### config.mk
export PLATFORM = sky130hd
export DESIGN_NAME = heap_arb_flat
export DESIGN_NICKNAME = d
export VERILOG_FILES = /design/src/rtl/heap_arb_pkg.sv /design/src/rtl/heap_arb_if.sv /design/src/rtl/heap_arb_rr_arb2.sv /design/src/rtl/heap_arb.sv /design/src/flat_wrapper.sv
export SDC_FILE = /design/constraint.sdc
export NUM_CORES = 1
export LEC_CHECK = 0
export CAP_MARGIN = 20
export CORE_ASPECT_RATIO = 1.5
export CORE_UTILIZATION = 31
export DETAILED_ROUTE_END_ITERATION = 10
export PLACE_DENSITY = 0.82
export SLEW_MARGIN = 15
export SYNTH_ARGS = -nofsm -noshare
export SYNTH_HDL_FRONTEND = slang
export SYNTH_SLANG_ARGS = --single-unit
export TNS_END_PERCENT = 10
### constraint.sdc
create_clock -name i_clk -period 3.3 [get_ports i_clk]
set_input_delay 0.495 -clock i_clk [delete_from_list [all_inputs] [get_ports i_clk]]
set_output_delay 0.495 -clock i_clk [all_outputs]
set_load 0.005 [all_outputs]
### src/rtl/heap_arb_pkg.sv
// Shared heap definitions: op codes, sentinel data values and response source decode.
package heap_arb_pkg;

  typedef enum logic [2:0] {
    OP_NONE    = 3'd0,
    OP_READ    = 3'd1,
    OP_WRITE   = 3'd2,
    OP_ALLOC   = 3'd3,
    OP_FREE    = 3'd4,
    OP_REALLOC = 3'd5
  } op_e;

  localparam logic [15:0] UNDEF = 16'h0000;
  localparam logic [15:0] NIL   = 16'h0000;

  typedef enum logic [1:0] {
    RSP_UNDEF  = 2'd0,
    RSP_AADDR  = 2'd1,
    RSP_HRDATA = 2'd2
  } rsp_src_e;

  // Where the one-cycle-later response word comes from for a given op.
  function automatic rsp_src_e rsp_src(input logic [2:0] op);
    case (op)
      OP_READ:             rsp_src = RSP_HRDATA;
      OP_ALLOC, OP_REALLOC: rsp_src = RSP_AADDR;
      default:             rsp_src = RSP_UNDEF;
    endcase
  endfunction

endpackage

### src/rtl/heap_arb_if.sv
// Arbiter-to-heap-allocator port bundle; names are from the arbiter's point of view.
interface heap_arb_if #(
  parameter int DATA_SZ = 16
);
  logic               o_al;
  logic [DATA_SZ-1:0] o_adata;
  logic               o_fr;
  logic [DATA_SZ-1:0] o_faddr;
  logic               o_wr;
  logic [DATA_SZ-1:0] o_waddr;
  logic [DATA_SZ-1:0] o_wdata;
  logic               o_rd;
  logic [DATA_SZ-1:0] o_raddr;
  logic [DATA_SZ-1:0] i_aaddr;
  logic [DATA_SZ-1:0] i_hrdata;

  // Strobes are single-cycle commands with no ready; i_aaddr/i_hrdata are
  // valid exactly one cycle after o_al/o_rd respectively.
  modport master (
    output o_al, o_adata, o_fr, o_faddr, o_wr, o_waddr, o_wdata, o_rd, o_raddr,
    input  i_aaddr, i_hrdata
  );

  modport slave (
    input  o_al, o_adata, o_fr, o_faddr, o_wr, o_waddr, o_wdata, o_rd, o_raddr,
    output i_aaddr, i_hrdata
  );
endinterface

### src/rtl/heap_arb_rr_arb2.sv
// Two-way round-robin arbiter with an eligibility mask; pointer moves away from the last winner.
module rr_arb2 (
  input  logic       i_clk,
  input  logic       i_rst,
  input  logic [1:0] i_elig,
  output logic [1:0] o_gnt
);
  logic r_ptr;

  // r_ptr names the client that wins a tie; an ineligible favourite is skipped.
  always_comb begin
    o_gnt = 2'b00;
    if (!r_ptr) begin
      o_gnt[0] = i_elig[0];
      o_gnt[1] = i_elig[1] & ~i_elig[0];
    end else begin
      o_gnt[1] = i_elig[1];
      o_gnt[0] = i_elig[0] & ~i_elig[1];
    end
  end

  always_ff @(posedge i_clk) begin
    if (i_rst) begin
      r_ptr <= 1'b0;
    end else if (o_gnt[0]) begin
      r_ptr <= 1'b1;
    end else if (o_gnt[1]) begin
      r_ptr <= 1'b0;
    end
  end
endmodule

### src/rtl/heap_arb.sv
// Two-client front end for a heap allocator: round-robin grant, credit-gated ALLOC,
// combinational heap strobes and a fixed one-cycle response path.
module heap_arb
  import heap_arb_pkg::*;
#(
  parameter int DATA_SZ = 16,
  parameter int ADDR_SZ = 8,
  parameter int MEM_MAX = 1 << ADDR_SZ
) (
  input  logic               i_clk,
  input  logic               i_rst,
  // Request side: a request is taken in the cycle o_rN is high (valid/ready);
  // the client may change or drop it in any cycle where o_rN is low.
  input  logic               i_v0,
  input  logic               i_v1,
  output logic               o_r0,
  output logic               o_r1,
  input  logic [2:0]         i_op0,
  input  logic [2:0]         i_op1,
  input  logic [DATA_SZ-1:0] i_addr0,
  input  logic [DATA_SZ-1:0] i_addr1,
  input  logic [DATA_SZ-1:0] i_data0,
  input  logic [DATA_SZ-1:0] i_data1,
  output logic               o_rv0,
  output logic               o_rv1,
  output logic [DATA_SZ-1:0] o_rdata,
  heap_arb_if.master         hp,
  output logic               o_empty
);
  localparam logic [ADDR_SZ:0] CRED_MAX = (ADDR_SZ + 1)'(MEM_MAX);

  logic [ADDR_SZ:0]   r_credits;
  logic [ADDR_SZ:0]   w_credits_nxt;
  logic               r_empty;
  logic               r_rv0;
  logic               r_rv1;
  rsp_src_e           r_src;
  logic [1:0]         w_elig;
  logic [1:0]         w_gnt;
  logic               w_acc;
  logic [2:0]         w_op;
  logic [DATA_SZ-1:0] w_addr;
  logic [DATA_SZ-1:0] w_data;

  assign w_elig[0] = i_v0 & ~i_rst & ((i_op0 != OP_ALLOC) | (r_credits != '0));
  assign w_elig[1] = i_v1 & ~i_rst & ((i_op1 != OP_ALLOC) | (r_credits != '0));

  rr_arb2 u_rr (
    .i_clk  (i_clk),
    .i_rst  (i_rst),
    .i_elig (w_elig),
    .o_gnt  (w_gnt)
  );

  assign o_r0   = w_gnt[0];
  assign o_r1   = w_gnt[1];
  assign w_acc  = |w_gnt;
  assign w_op   = w_gnt[1] ? i_op1   : i_op0;
  assign w_addr = w_gnt[1] ? i_addr1 : i_addr0;
  assign w_data = w_gnt[1] ? i_data1 : i_data0;

  // Illegal ops fall through the case and leave every strobe low.
  always_comb begin
    hp.o_al    = 1'b0;
    hp.o_adata = '0;
    hp.o_fr    = 1'b0;
    hp.o_faddr = '0;
    hp.o_wr    = 1'b0;
    hp.o_waddr = '0;
    hp.o_wdata = '0;
    hp.o_rd    = 1'b0;
    hp.o_raddr = '0;
    if (w_acc) begin
      case (w_op)
        OP_READ: begin
          hp.o_rd    = 1'b1;
          hp.o_raddr = w_addr;
        end
        OP_WRITE: begin
          hp.o_wr    = 1'b1;
          hp.o_waddr = w_addr;
          hp.o_wdata = w_data;
        end
        OP_ALLOC: begin
          hp.o_al    = 1'b1;
          hp.o_adata = w_data;
        end
        OP_FREE: begin
          hp.o_fr    = 1'b1;
          hp.o_faddr = w_addr;
        end
        OP_REALLOC: begin
          hp.o_al    = 1'b1;
          hp.o_adata = w_data;
          hp.o_fr    = 1'b1;
          hp.o_faddr = w_addr;
        end
        default: ;
      endcase
    end
  end

  // ALLOC is only granted with credits > 0, so the decrement cannot wrap.
  always_comb begin
    w_credits_nxt = r_credits;
    if (w_acc) begin
      if (w_op == OP_ALLOC) begin
        w_credits_nxt = r_credits - 1'b1;
      end else if ((w_op == OP_FREE) && (r_credits != CRED_MAX)) begin
        w_credits_nxt = r_credits + 1'b1;
      end
    end
  end

  always_ff @(posedge i_clk) begin
    if (i_rst) begin
      r_credits <= CRED_MAX;
      r_empty   <= (CRED_MAX == '0);
      r_rv0     <= 1'b0;
      r_rv1     <= 1'b0;
      r_src     <= RSP_UNDEF;
    end else begin
      r_credits <= w_credits_nxt;
      r_empty   <= (w_credits_nxt == '0);
      r_rv0     <= w_gnt[0];
      r_rv1     <= w_gnt[1];
      r_src     <= rsp_src(w_op);
    end
  end

  assign o_empty = r_empty;

  // Gating with i_rst drops a response that would land in the reset cycle itself.
  assign o_rv0 = r_rv0 & ~i_rst;
  assign o_rv1 = r_rv1 & ~i_rst;

  always_comb begin
    o_rdata = '0;
    if (o_rv0 | o_rv1) begin
      case (r_src)
        RSP_AADDR:  o_rdata = hp.i_aaddr;
        RSP_HRDATA: o_rdata = hp.i_hrdata;
        default:    o_rdata = DATA_SZ'(UNDEF);
      endcase
    end
  end
endmodule

### src/flat_wrapper.sv
// flat-port wrapper written by rule: the top's interface ports become plain ports
module heap_arb_flat import heap_arb_pkg::*;
#(
  parameter int DATA_SZ = 16,
  parameter int ADDR_SZ = 8,
  parameter int MEM_MAX = 1 << ADDR_SZ
)
  (i_clk, i_rst, i_v0, i_v1, o_r0, o_r1, i_op0, i_op1, i_addr0, i_addr1, i_data0, i_data1, o_rv0, o_rv1, o_rdata, o_empty, hp_o_al, hp_o_adata, hp_o_fr, hp_o_faddr, hp_o_wr, hp_o_waddr, hp_o_wdata, hp_o_rd, hp_o_raddr, hp_i_aaddr, hp_i_hrdata);
  heap_arb_if #(.DATA_SZ(DATA_SZ)) hp_i ();
  input  logic i_clk;
  input  logic i_rst;
  input  logic i_v0;
  input  logic i_v1;
  output logic o_r0;
  output logic o_r1;
  input  logic [2:0] i_op0;
  input  logic [2:0] i_op1;
  input  logic [DATA_SZ-1:0] i_addr0;
  input  logic [DATA_SZ-1:0] i_addr1;
  input  logic [DATA_SZ-1:0] i_data0;
  input  logic [DATA_SZ-1:0] i_data1;
  output logic o_rv0;
  output logic o_rv1;
  output logic [DATA_SZ-1:0] o_rdata;
  output logic o_empty;
  output wire logic [$bits(hp_i.o_al)-1:0] hp_o_al;
  output wire logic [$bits(hp_i.o_adata)-1:0] hp_o_adata;
  output wire logic [$bits(hp_i.o_fr)-1:0] hp_o_fr;
  output wire logic [$bits(hp_i.o_faddr)-1:0] hp_o_faddr;
  output wire logic [$bits(hp_i.o_wr)-1:0] hp_o_wr;
  output wire logic [$bits(hp_i.o_waddr)-1:0] hp_o_waddr;
  output wire logic [$bits(hp_i.o_wdata)-1:0] hp_o_wdata;
  output wire logic [$bits(hp_i.o_rd)-1:0] hp_o_rd;
  output wire logic [$bits(hp_i.o_raddr)-1:0] hp_o_raddr;
  input wire logic [$bits(hp_i.i_aaddr)-1:0] hp_i_aaddr;
  input wire logic [$bits(hp_i.i_hrdata)-1:0] hp_i_hrdata;
  assign hp_o_al = hp_i.o_al;
  assign hp_o_adata = hp_i.o_adata;
  assign hp_o_fr = hp_i.o_fr;
  assign hp_o_faddr = hp_i.o_faddr;
  assign hp_o_wr = hp_i.o_wr;
  assign hp_o_waddr = hp_i.o_waddr;
  assign hp_o_wdata = hp_i.o_wdata;
  assign hp_o_rd = hp_i.o_rd;
  assign hp_o_raddr = hp_i.o_raddr;
  assign hp_i.i_aaddr = hp_i_aaddr;
  assign hp_i.i_hrdata = hp_i_hrdata;
  heap_arb #(.DATA_SZ(DATA_SZ), .ADDR_SZ(ADDR_SZ), .MEM_MAX(MEM_MAX)) u_core (.i_clk(i_clk), .i_rst(i_rst), .i_v0(i_v0), .i_v1(i_v1), .o_r0(o_r0), .o_r1(o_r1), .i_op0(i_op0), .i_op1(i_op1), .i_addr0(i_addr0), .i_addr1(i_addr1), .i_data0(i_data0), .i_data1(i_data1), .o_rv0(o_rv0), .o_rv1(o_rv1), .o_rdata(o_rdata), .hp(hp_i), .o_empty(o_empty));
endmodule
==> flow_metrics.tcl <==
set metrics [dict create \
    yosysSeqAreaShare_pct 13.5 \
    total_power_uw 1330 \
    netlist_area_um2 2230 \
    grt_pass1_vias 3689 \
    cts_made_buffers 3 \
    clk_path_buf_depth 2 \
    tritoncts "yes" \
    area_growth_pct 146 \
    grt.total_usage_pct 30.0 \
    synth_ff_type "dfxtp_1" \
    stdcell_area_um2 5480 \
    start_util_pct 32.3 \
    ys_ff_latch 15 \
    drive_above_1_share_pct 35.4 \
    wl_per_cell_um 19.3 \
    holdPathEnd "u_core.u_rr.r_ptr$_SDFFE_PP0P_" \
    postCtsHoldBufs 0 \
    rr_startpoint "u_core.r_credits[0]$_SDFF_PP0_" \
    hold_violations 0 \
    min_period_ns 3.62 \
    die_area_um2 7550 \
    clk_latency_ns 0.26 \
    core_um2 6900 \
    ys_types 61 \
    r2r-end "u_core.o_empty$_SDFF_PP0_" \
    hpwl_um 8520 \
    ir_drop_v 0.000166 \
    firstDrtPassIters 11 \
    syn_nets 438 \
    cts_htree_levels 1 \
    status "complete, but fails checks" \
    r2r_cells 23 \
    drv_slew 0 \
    endpoint_kind "primary output" \
    holdWs_ns 0.588 \
    synth_top_area_share_pct 20.0 \
    slew_headroom_pct 56.1 \
    fin_setup_tns_ns -8.00 \
    cts.sinks 15 \
    hold_path_depth 2 \
    final_core_util_pct 79.5 \
    violations "design-rule violations, negative setup slack" \
    final_antenna_net_count 0 \
    vias 3789 \
    vias_per_cell 5.58 \
    place_congestion 0.955 \
    p_leak_uw 0.00270 \
    grt_max_degree 34 \
    drt-initial-drc-count 333 \
    skew_ns 0.00104 \
    p_per_area_nw_per_um2 243 \
    antenna_found_initial 2 \
    setup_viol 48 \
    io_buffers 210 \
    holdCritPathClass "reg -> reg" \
    reg2reg_slack_ns -0.15 \
    globalRouteOverflowTotal 0 \
    synthTopCellsByArea "nor2_1, mux2i_1, dfxtp_1" \
    synth_edf_count 0 \
    synth.largest_area_cell "nor2_1" \
    grt_pass1_wl_um 18100 \
    die_height_um 106 \
    syn_avg_cell_area_um2 6.82 \
    async_reset_ff_share_pct 0 \
    final_cell_mix "clkdlybuf4s50_1, nor2_1, buf_4" \
    multi_input_comb_area_um2 2140 \
    tightest_slew_ns 0.658 \
    place_area_um2 4720 \
    setup.worst_path.start_class "flip-flop" \
    fillers 448 \
    design.portCount 211 \
    required_ns 2.80 \
    fmax_mhz 276 \
    rsz0062_at_grt "true" \
    num_rows 37 \
    cap_violations 0 \
    cts_root_buf "clkbuf_8" \
    critPathArrivalTime_ns 3.12 \
    fin_crit_sh_pct 110 \
    hold_start "u_core.u_rr.r_ptr$_SDFFE_PP0P_" \
    setup_slack_ns -0.319 \
    insertedDiodeCount 0 \
    final_net_count 713 \
    final_common_cell "clkdlybuf4s50_1" \
    crit_fanout 16 \
    clkTransAtPathRegs_ns 0.07 \
    drc_errors 17 \
    critical_path_class "reg -> out" \
    wirelength_um 13100 \
    die_w_um 71.3 \
    synth.yosys.warnings 0 \
    synthCells 327 \
    seq_area_um2 303 \
]
[repair_timing]
| item | 4_1_cts | 5_1_grt |
|---|---|---|
| setup endpoints to repair | 89 | 93 |
| pin swaps | 8 | 23 |
| cloned | 0 | 3 |
| resized for setup | 162 | 131 |
| setup buffers | 22 | 14 |
[routing by layer]
| layer | global-route usage (%) | wire, um | vias to the layer above |
|---|---|---|---|
| met4 | 10.1 | 524 | 2 |
| met2 | 58.0 | 6970 | 281 |
| met1 | 29.8 | 4290 | 1747 |
| met5 | 0 | 15 | - |
| li1 | - | - | 1700 |
| met3 | 8.15 | 1320 | 59 |
[worst max-delay path: stages, from the launching register on]
cell and delay [ns]:
dfxtp_2 0.33, inv_2 0.07, ha_4 0.14, or4b_4 0.48, nor3_4 0.22, or2_4 0.17
nand2_4 0.07, or4b_4 0.50, o41ai_2 0.08, nand2_4 0.09, buf_4 0.16, clkbuf_16 0.17
nor2_1 0.13, clkdlybuf4s15_2 0.24
[registers in the layout, indices dropped and copies added (netlist names)]
signal and count:
u_core.o_empty 1, u_core.r_credits 9, u_core.r_rv0 1, u_core.r_rv1 1
u_core.r_src 2, u_core.u_rr.r_ptr 1
[where the power goes]
group | switching (uW) | leakage, uW | total, uW | internal, uW
Sequential | 12.9 | 0.000124 | 219 | 207
Combinational | 427 | 0.00255 | 950 | 524
Clock | 79.1 | 0.0000255 | 163 | 84.1
Total | 519 | 0.00270 | 1330 | 814
[how the worst max path moves through the flow]
stage | startpoint | end | slack, ns | cells past startpoint
floorplan | u_core.r_credits[0]$_SDFF_PP0_ | hp_o_waddr[10] | 0.26 | 11
global placement | i_op1[2] | hp_o_adata[9] | -0.29 | 13
detailed placement | i_op1[2] | hp_o_adata[9] | -0.34 | 13
CTS | u_core.r_credits[0]$_SDFF_PP0_ | u_core.o_empty$_SDFF_PP0_ | -0.39 | 24
global route | u_core.r_credits[1]$_SDFF_PP0_ | hp_o_waddr[4] | -0.36 | 13
finish | u_core.r_credits[0]$_SDFF_PP0_ | hp_o_waddr[4] | -0.32 | 13
[metrics by stage]
stage	instances	setup slack, ns
2_1_floorplan	327	0.257
3_3_place_gp	639	-0.288
3_5_place_dp	639	-0.345
4_1_cts	665	-0.393
5_1_grt	679	-0.358
6_report	679	-0.319
[cell usage after synthesis (4+ instances only)]
cell / instances
nor2_1: 119
mux2i_1: 34
a22oi_1: 18
dfxtp_1: 15
inv_1: 12
buf_2: 9
clkbuf_1: 8
xor2_1: 7
a21oi_1: 6
and3_1: 6
nand2_1: 6
ha_1: 5
nand2b_1: 4
nand3_1: 4
nor3_1: 4
o211ai_1: 4
[cell type report]
cell class                 count  area share, %
clock buffer                   3          0.753
clock inverter                 1         0.0913
inverter                      16           1.19
multi-input combinational    274           39.1
sequential                    15           5.52
tap                           78           1.78
timing repair buffer         292           51.5
[cell families (layout without fill, tap and decap cells)]
kind of cell	Yosys count	in the layout	synth area share, %
XOR/XNOR	8	8	3.14
buffers and inverters	38	312	8.02
multiplexers	35	35	15.8
AND/OR/NAND/NOR	178	178	39.7
flip-flops	15	15	13.5
adder cells (fa/ha/maj)	5	5	2.80
AO/OA/AOI/OAI	48	48	17.1
Power figures use the tool's default switching activity.
